--- src/rtl/pattern_sequencer.sv ---
// LED pattern sequencer: plays up to DEPTH stored 3-bit patterns, each held for a
// programmable number of prescaler ticks and followed by a one-tick blank gap.
module pattern_sequencer #(
  parameter int unsigned N     = 20,
  parameter int unsigned DEPTH = 8
) (
  input  logic       clk,
  input  logic       rst,
  input  logic       start,
  input  logic       abort,
  input  logic [3:0] len,
  input  logic [3:0] hold,
  input  logic       load_we,
  input  logic [2:0] load_addr,
  input  logic [2:0] load_data,
  output logic [2:0] data,
  output logic       busy,
  output logic       done,
  output logic [2:0] step
);

  typedef enum logic [1:0] {StIdle, StShow, StGap, StDone} state_e;

  state_e       state_q;
  logic [N-1:0] tick_cnt_q;
  logic [3:0]   hold_cnt_q;
  logic [3:0]   len_q;
  logic [3:0]   hold_q;
  // Eight physical slots; slots at or above DEPTH are never written so read as 0.
  logic [2:0]   mem_q [8];

  logic       tick;
  logic       wr_ok;
  logic [3:0] len_eff;
  logic [3:0] hold_eff;
  logic [2:0] step_nxt;
  logic       abortable;

  assign tick      = &tick_cnt_q;
  assign wr_ok     = load_we && (state_q == StIdle) && (32'(load_addr) < DEPTH);
  assign len_eff   = (32'(len) > DEPTH) ? 4'(DEPTH) : len;
  assign hold_eff  = (hold == 4'd0) ? 4'd1 : hold;
  assign step_nxt  = step + 3'd1;
  assign abortable = (state_q == StShow) || (state_q == StGap);

  always_ff @(posedge clk) begin
    if (rst) begin
      state_q    <= StIdle;
      tick_cnt_q <= '0;
      hold_cnt_q <= '0;
      len_q      <= '0;
      hold_q     <= '0;
      data       <= '0;
      busy       <= 1'b0;
      done       <= 1'b0;
      step       <= '0;
      for (int i = 0; i < 8; i++) begin
        mem_q[i] <= '0;
      end
    end else begin
      tick_cnt_q <= tick_cnt_q + N'(1);
      done       <= 1'b0;
      if (wr_ok) begin
        mem_q[load_addr] <= load_data;
      end
      if (abort && abortable) begin
        state_q    <= StIdle;
        data       <= '0;
        busy       <= 1'b0;
        step       <= '0;
        hold_cnt_q <= '0;
      end else begin
        unique case (state_q)
          StIdle: begin
            data <= '0;
            busy <= 1'b0;
            if (start) begin
              tick_cnt_q <= '0;
              hold_cnt_q <= '0;
              step       <= '0;
              len_q      <= len_eff;
              hold_q     <= hold_eff;
              if (len_eff != 4'd0) begin
                state_q <= StShow;
                busy    <= 1'b1;
                // Same-cycle write to slot 0 must be visible on the first pattern.
                data    <= (wr_ok && (load_addr == 3'd0)) ? load_data : mem_q[0];
              end else begin
                state_q <= StDone;
                done    <= 1'b1;
              end
            end
          end
          StShow: begin
            if (tick) begin
              if (hold_cnt_q == hold_q - 4'd1) begin
                data       <= '0;
                hold_cnt_q <= '0;
                state_q    <= StGap;
              end else begin
                hold_cnt_q <= hold_cnt_q + 4'd1;
              end
            end
          end
          StGap: begin
            if (tick) begin
              if ({1'b0, step} == len_q - 4'd1) begin
                state_q <= StDone;
                busy    <= 1'b0;
                done    <= 1'b1;
              end else begin
                step    <= step_nxt;
                data    <= mem_q[step_nxt];
                state_q <= StShow;
              end
            end
          end
          StDone: begin
            busy    <= 1'b0;
            state_q <= StIdle;
          end
          default: state_q <= StIdle;
        endcase
      end
    end
  end

endmodule

--- config.mk ---
export PLATFORM = sky130hd
export DESIGN_NAME = pattern_sequencer
export DESIGN_NICKNAME = d
export VERILOG_FILES = /design/src/rtl/pattern_sequencer.sv
export SDC_FILE = /design/constraint.sdc
export NUM_CORES = 1
export LEC_CHECK = 0
export BUFFER_PORTS_ARGS = -buffer_cell sky130_fd_sc_hd__buf_2
export CAP_MARGIN = 20
export CORE_MARGIN = 5
export CORE_UTILIZATION = 57
export CTS_CLUSTER_SIZE = 24
export DETAILED_ROUTE_END_ITERATION = 10
export MAX_ROUTING_LAYER = met4
export PLACE_DENSITY = 0.76
export SYNTH_ARGS = -nofsm -noshare
export SYNTH_HDL_FRONTEND = slang
export SYNTH_SLANG_ARGS = --single-unit
--- constraint.sdc ---
create_clock -name clk -period 2.4 [get_ports clk]
set_input_delay 0.36 -clock clk [delete_from_list [all_inputs] [get_ports clk]]
set_output_delay 0.36 -clock clk [all_outputs]
set_load 0.05 [all_outputs]
==> results of run 1 <==
area by class of cell:
cell class | count | area [µm²] | share of cell area (%)
clock buffer | 14 | 163 | 4.23
clock inverter | 2 | 35.0 | 0.912
inverter | 10 | 37.5 | 0.977
multi-input combinational | 275 | 1800 | 46.8
sequential | 66 | 1560 | 40.6
tap | 75 | 93.8 | 2.44
timing repair buffer | 29 | 153 | 3.97
cells in the final DEF (no fill, tap or decap), types with 3 or more instances in the layout:
| cell type | Yosys | routed |
|---|---|---|
| a211oi_1 | 3 | 3 |
| a21o_1 | 3 | 3 |
| a21oi_1 | 19 | 19 |
| and2_1 | 25 | 25 |
| and3_1 | 4 | 4 |
| and4_1 | 6 | 6 |
| buf_2 | 2 | 26 |
| buf_4 | 1 | 3 |
| clkbuf_1 | 9 | 3 |
| clkbuf_8 | 0 | 11 |
| dfxtp_1 | 42 | 42 |
| edfxtp_1 | 24 | 24 |
| ha_1 | 11 | 11 |
| inv_1 | 10 | 10 |
| mux2i_1 | 18 | 18 |
| nand2_1 | 31 | 31 |
| nand2b_1 | 4 | 4 |
| nand3_1 | 18 | 18 |
| nand3b_1 | 4 | 4 |
| nand4_1 | 8 | 8 |
| nor2_1 | 41 | 41 |
| nor3_1 | 9 | 9 |
| o21ai_0 | 4 | 4 |
| or2_2 | 10 | 10 |
| or3_1 | 3 | 3 |
| or4_1 | 3 | 3 |
| xnor2_1 | 20 | 20 |
| xor2_1 | 12 | 12 |
how the worst min path moves through the flow:
| stage | startpoint | to | cells past startpoint |
|---|---|---|---|
| 4_1_cts | hold[2] | hold_q[2] | 3 |
| 5_1_grt | hold[2] | hold_q[2] | 3 |
| 3_3_place_gp | tick_cnt_q[0] | tick_cnt_q[0] | 1 |
| 6_report | hold[2] | hold_q[2] | 3 |
| 3_5_place_dp | tick_cnt_q[0] | tick_cnt_q[0] | 1 |
| 2_1_floorplan | tick_cnt_q[0] | tick_cnt_q[0] | 1 |
metrics by stage:
| stage | power, mW | setup WS [ns] |
|---|---|---|
| final | 3.12 | 0.241 |
| after detailed placement | 2.19 | 0.246 |
| after floorplan | 1.99 | 0.246 |
| after global placement | 2.16 | 0.335 |
| after global routing | 3.29 | 0.0694 |
| after CTS | 3.13 | 0.237 |
cells by family (layout without fill, tap and decap cells):
logic type	after synthesis	after routing	share of synthesized area, %
AO/OA/AOI/OAI	36	36	6.40
XOR/XNOR	32	32	8.10
adder cells (fa/ha/maj)	11	11	3.98
buffers and inverters	24	55	2.82
flip-flops	66	66	45.2
multiplexers	19	19	5.54
AND/OR/NAND/NOR	177	177	28.0
metal layers:
layer	routed length, µm	global-route usage (%)	vias up
met4	106	7.95	0
li1	-	-	1321
met5	0	-	-
met2	3120	30.3	67
met3	341	3.76	10
met1	3230	26.9	1175
report_power, final:
group	internal, mW	switching, mW	total [mW]
logic	0.318	0.533	0.851
registers	1.26	0.0760	1.33
clock network	0.537	0.399	0.935
tightest hold or removal path: stages:
cell and delay (ns):
buf_2 0.11, nand2_1 0.05, a21oi_1 0.05
state kept, by name, summed over array words and instances, names as in the netlist:
register / flops
mem_q: 24
tick_cnt_q: 20
hold_cnt_q: 4
hold_q: 4
len_q: 4
data: 3
step: 3
state_q: 2
busy: 1
done: 1
==> impl_results.md, run 1 <==
* Final Util at about two thirds
* Unrepaired setup endpoints after global routing: false
* FF-to-FF Start: len_q[0]
* Mean area per synthesized cell at 9.47 µm²
* Gpl congestion at 0.836
* Largest net degree at the start of global routing at 22
* Synth warnings at 0
* Worst-Margin Slew at 0.528 ns
* # nets final at around 420
* Setup Viol. Count Final at 0
* Vias at around 2,600
* Post-synth top area share at 24.3%
* Crit path buf inv count at 1
* Critical Path Start: len_q[0]
* H-tree depth at 3
* Overflow after GRT at 0
* Setup Crit Path Kind: reg2reg
* Max Slew Vio Count at 0
* # fillers at about 480
* Post-synthesis net count at roughly 400
* Post-CTS Resized at 0
* Final Cycle Share at approximately nine tenths
* Ys flop type: dfxtp_1
* Starting Density at roughly 58%
* Worst-path clk slew at 0.07 ns
* Final hold slack at 0.274 ns
* Vert. Die Dim at approximately 88 µm
* P&R area growth vs syn at 11.1%
* Number of global-route vias before repair at 2,507
* HPWL after DPL at between 4 and 5 mm
* Post-layout instance area at slightly below 4000 µm²
* Pre-antenna DRT Iters at 5
* R2R setup slack at 0.24 ns
* Clock root cell: clkbuf_8
* DRC Markers at 0
* Total Routed Length at about 6.8 mm
* Layout cells sized above 1 at 14.9%
* Top area cells in the synthesized netlist: dfxtp_1 (24%), edfxtp_1 (21%), mux2i_1 (5.2%)
* Synth Register Bits at 66
* Worst-Skew Late Latency at 0.33 ns
* Post-CTS setup buffers at 0
* Data arrival, critical path at 2.39 ns
* Wirelength per Cell at 14.4 µm
* Worst clock skew at 0.00766 ns
* Final hold viol count at 0
* Diodes inserted at 0
* Worst path cell trace: inv_1 > ha_1 > xnor2_1 > nor2_1 > nand4b_1 > a22o_1 > nand3b_1 > mux2_2
* Clk sinks at 66
* PD cells at between 800 and 900 nW/µm²
* TritonCTS Buffers at 9
* Max incr delay on CP at ~0.38 ns
* Worst VDD drop at about 540 µV
* Worst-path fanout max at 4
* CP Launch Type: flop
* Final min period at 2.16 ns
* CTS Hold Bufs at 0
* Pleak at between 1 and 1.5 nW
* Crit path capture type: flop
* All-Layer GR Usage at between 20% and 30%
* Worst Reg-to-Reg Cells at 8
* Critical Path Slowest Stage Cell: dfxtp_1
* Worst min path class: in2reg
* Fin cells at about 470
* Yosys top cell by area: dfxtp_1
* Rows at 28
* Commonest cells in the netlist: dfxtp_1 (42), nor2_1 (41), nand2_1 (31)
* Vias/cell at roughly 5.5
* FMAX at 0.463 GHz
* Max clock buf depth at 2
* Placeable Area at just under 6000 µm²
* Number of stages on the worst setup path at 8
* Placed inst area at ~3600 µm²
* TritonCTS clock tree: yes
* End of the critical path: data[1]
* FF-to-FF End: data[1]
* Die W at 87.9 µm
* Initial detailed-routing violation count at between 150 and 200
* Critical path's top delay family: simple AND/OR/NAND/NOR gates
* Port Buf Inserts at 26
* First-pass GRT wire length at between 10 and 15 mm
* Initial antenna violation count at 0
* Req. time, crit path at 2.63 ns
* Post-route setup TNS at 0 ns
* Post-Synthesis Cells at approximately 370
* Post-synthesis async set-or-reset flop share at 0%
* Sequential fraction of the synthesis area at a little under half
* I/O pin count at 27
* Post-synth cell types at between 40 and 50
* Mapped cell area at between 3000 and 4000 µm²
* Rel. slew slack at between 60% and 70%
* EDFF count, synth at 24
* Outcome: completed
* Max-cap violations at 0
* DIE AREA at slightly below 8000 µm²
* Most instantiated library cell after synthesis: dfxtp_1
* Final ANT Viol Nets at 0
* Placed cells at 455
(Power assumes the default switching activity.)
==> run 2: changes to the inputs <==
==> constraint.sdc (replaced) <==
create_clock -name clk -period 2.55 [get_ports clk]
set_input_delay 0.3825 -clock clk [delete_from_list [all_inputs] [get_ports clk]]
set_output_delay 0.3825 -clock clk [all_outputs]
set_load 0.05 [all_outputs]
==> run 2 against run 1 <==
Effect of this change: non-clock buffer count shrank 2; sequential power shrank 6%; maximum frequency barely moved; worst setup slack better by 0.15 ns; critical path type unchanged; largest power group unchanged; highest routed layer unchanged.
==> impl_results.md, run 2 (synthesized netlist as in run 1, its figures left out) <==
* Outcome: completed
* Hold depth at 3
* DIE AREA at a little under 8000 µm²
* Wirelength per Cell at between 10 and 15 µm
* Pleak at roughly 1.4 nW
* Post-CTS Resized at 0
* Placeable Area at 5920 µm²
* Overflow after GRT at 0
* Placed inst area at about 3600 µm²
* Vert. Die Dim at 87.9 µm
* H-tree depth at 3
* R2R setup slack at just under 0.4 ns
* Placed cells at between 400 and 500
* Worst-Margin Slew at approximately 0.70 ns
* Max clock buf depth at 2
* Final Cycle Share at 84.7%
* Crit path capture type: flop
* TritonCTS clock tree: yes
* Rows at 28
* Most common library cell in the layout ignoring fill and taps: dfxtp_1
* Max-cap violations at 0
* TritonCTS Buffers at 9
* Starting Density at approximately 58%
* FF-to-FF End: data[1]
* Layout cells sized above 1 at between 10 and 15%
* Fin cells at ~470
* Most frequent cells in the layout: dfxtp_1 (42), nor2_1 (41), nand2_1 (31)
* Worst Reg-to-Reg Cells at 8
* Data arrival, critical path at roughly 2.4 ns
* Worst-path fanout max at 4
* FF-to-FF Start: len_q[0]
* # nets final at roughly 420
* Worst-Skew Late Latency at roughly 0.34 ns
* Req. time, crit path at 2.78 ns
* Port Buf Inserts at 26
* Worst min path class: in2reg
* Initial antenna violation count at 0
* FMAX at around 0.46 GHz
* Setup Crit Path Kind: reg2reg
* Hold Startpoint: hold[1]
* First-pass GRT wire length at ~12 mm
* Final min period at ~2.2 ns
* Clock root cell: clkbuf_8
* Setup Viol. Count Final at 0
* Worst VDD drop at 578 µV
* HPWL after DPL at between 5 and 6 mm
* Number of global-route vias before repair at 2,548
* Most flops, register: mem_q
* Pre-antenna DRT Iters at 4
* Clk sinks at between 60 and 70
* Hold EP: hold_q[1]
* DRC Markers at 0
* All-Layer GR Usage at 20.5%
* Post-route setup TNS at 0 ns
* P&R area growth vs syn at 11.3%
* Largest register FFs at 24
* I/O pin count at 27
* Max Slew Vio Count at 0
* Diodes inserted at 0
* Total Routed Length at 6.78 mm
* Initial detailed-routing violation count at 86
* Gpl congestion at roughly 0.85
* Final hold viol count at 0
* CTS Hold Bufs at 0
* Place WS at between 0.4 and 0.5 ns
* Worst clock skew at between 0.005 and 0.006 ns
* Vias/cell at 5.51
* Vias at approximately 2,600
* CP Launch Type: flop
* Die W at 87.9 µm
* Post-CTS setup buffers at 0
* PD cells at 777 nW/µm²
* Rel. slew slack at 53.6%
* Post-layout instance area at 3850 µm²
* Largest net degree at the start of global routing at 22
* Final ANT Viol Nets at 0
* Biggest regs: mem_q: 24 flops, tick_cnt_q: 20 flops
* Unrepaired setup endpoints after global routing: false
* Post-layout worst setup margin at 0.390 ns
* Worst-path clk slew at roughly 0.07 ns
==> run 2: cell types whose count changed in the layout (fill, tap and decap cells not counted) <==
| cell | change |
|---|---|
| clkinv_1 | +2 |
| buf_4 | -2 |
| clkbuf_1 | -3 |
| clkbuf_8 | -1 |
| clkinvlp_4 | +1 |
| bufinv_16 | +1 |
==> run 2: worst max path at each step <==
stage	slack (ns)	from	cells past startpoint	end
3_5_place_dp	0.41	len_q[0]	8	data[1]
5_1_grt	0.24	state_q[1]	5	tick_cnt_q[18]
6_report	0.39	len_q[0]	8	data[1]
4_1_cts	0.40	len_q[0]	8	data[1]
2_1_floorplan	0.40	step[0]	8	data[1]
3_3_place_gp	0.45	step[0]	7	data[1]
==> run 2: through the flow <==
stage	power [mW]	utilization [%]	hold WS [ns]
global placement	2.02	61.3	0.442
finish	2.99	65.0	0.292
detailed placement	2.04	61.3	0.457
CTS	3.01	65.0	0.272
floorplan	1.87	-	0.426
global route	3.16	65.0	0.307
==> run 2: final cells by class <==
| type | instances | area (µm²) |
|---|---|---|
| repair buffers | 27 | 138 |
| well taps | 75 | 93.8 |
| multi-input cells | 275 | 1800 |
| inverters | 10 | 37.5 |
| fillers | 506 | 2070 |
| clock inverters | 6 | 80.1 |
| clock buffers | 10 | 138 |
| flip-flops and latches | 66 | 1560 |
==> run 2: metal layers <==
metal | share of wire (%) | global-route usage, % | vias up
li1 | - | - | 1316
met1 | 47 | 26.2 | 1208
met2 | 46 | 31.4 | 49
met3 | 4.9 | 3.86 | 12
met4 | 1.7 | 9.62 | 0
met5 | 0 | - | -
==> run 2: worst max-delay path, stage by stage (launching register included) <==
cell      delay, ns
dfxtp_1        0.38
inv_1          0.06
ha_1           0.30
xnor2_1        0.13
nor2_1         0.14
nand4b_1       0.22
a22o_1         0.29
nand3b_1       0.17
mux2_2         0.37
==> run 2: power breakdown <==
group          internal (mW)  switching (mW)  total, mW  leakage (nW)
combinational          0.289           0.479      0.768         0.738
clock                  0.569           0.399      0.968         0.107
sequential              1.18          0.0694       1.25         0.589
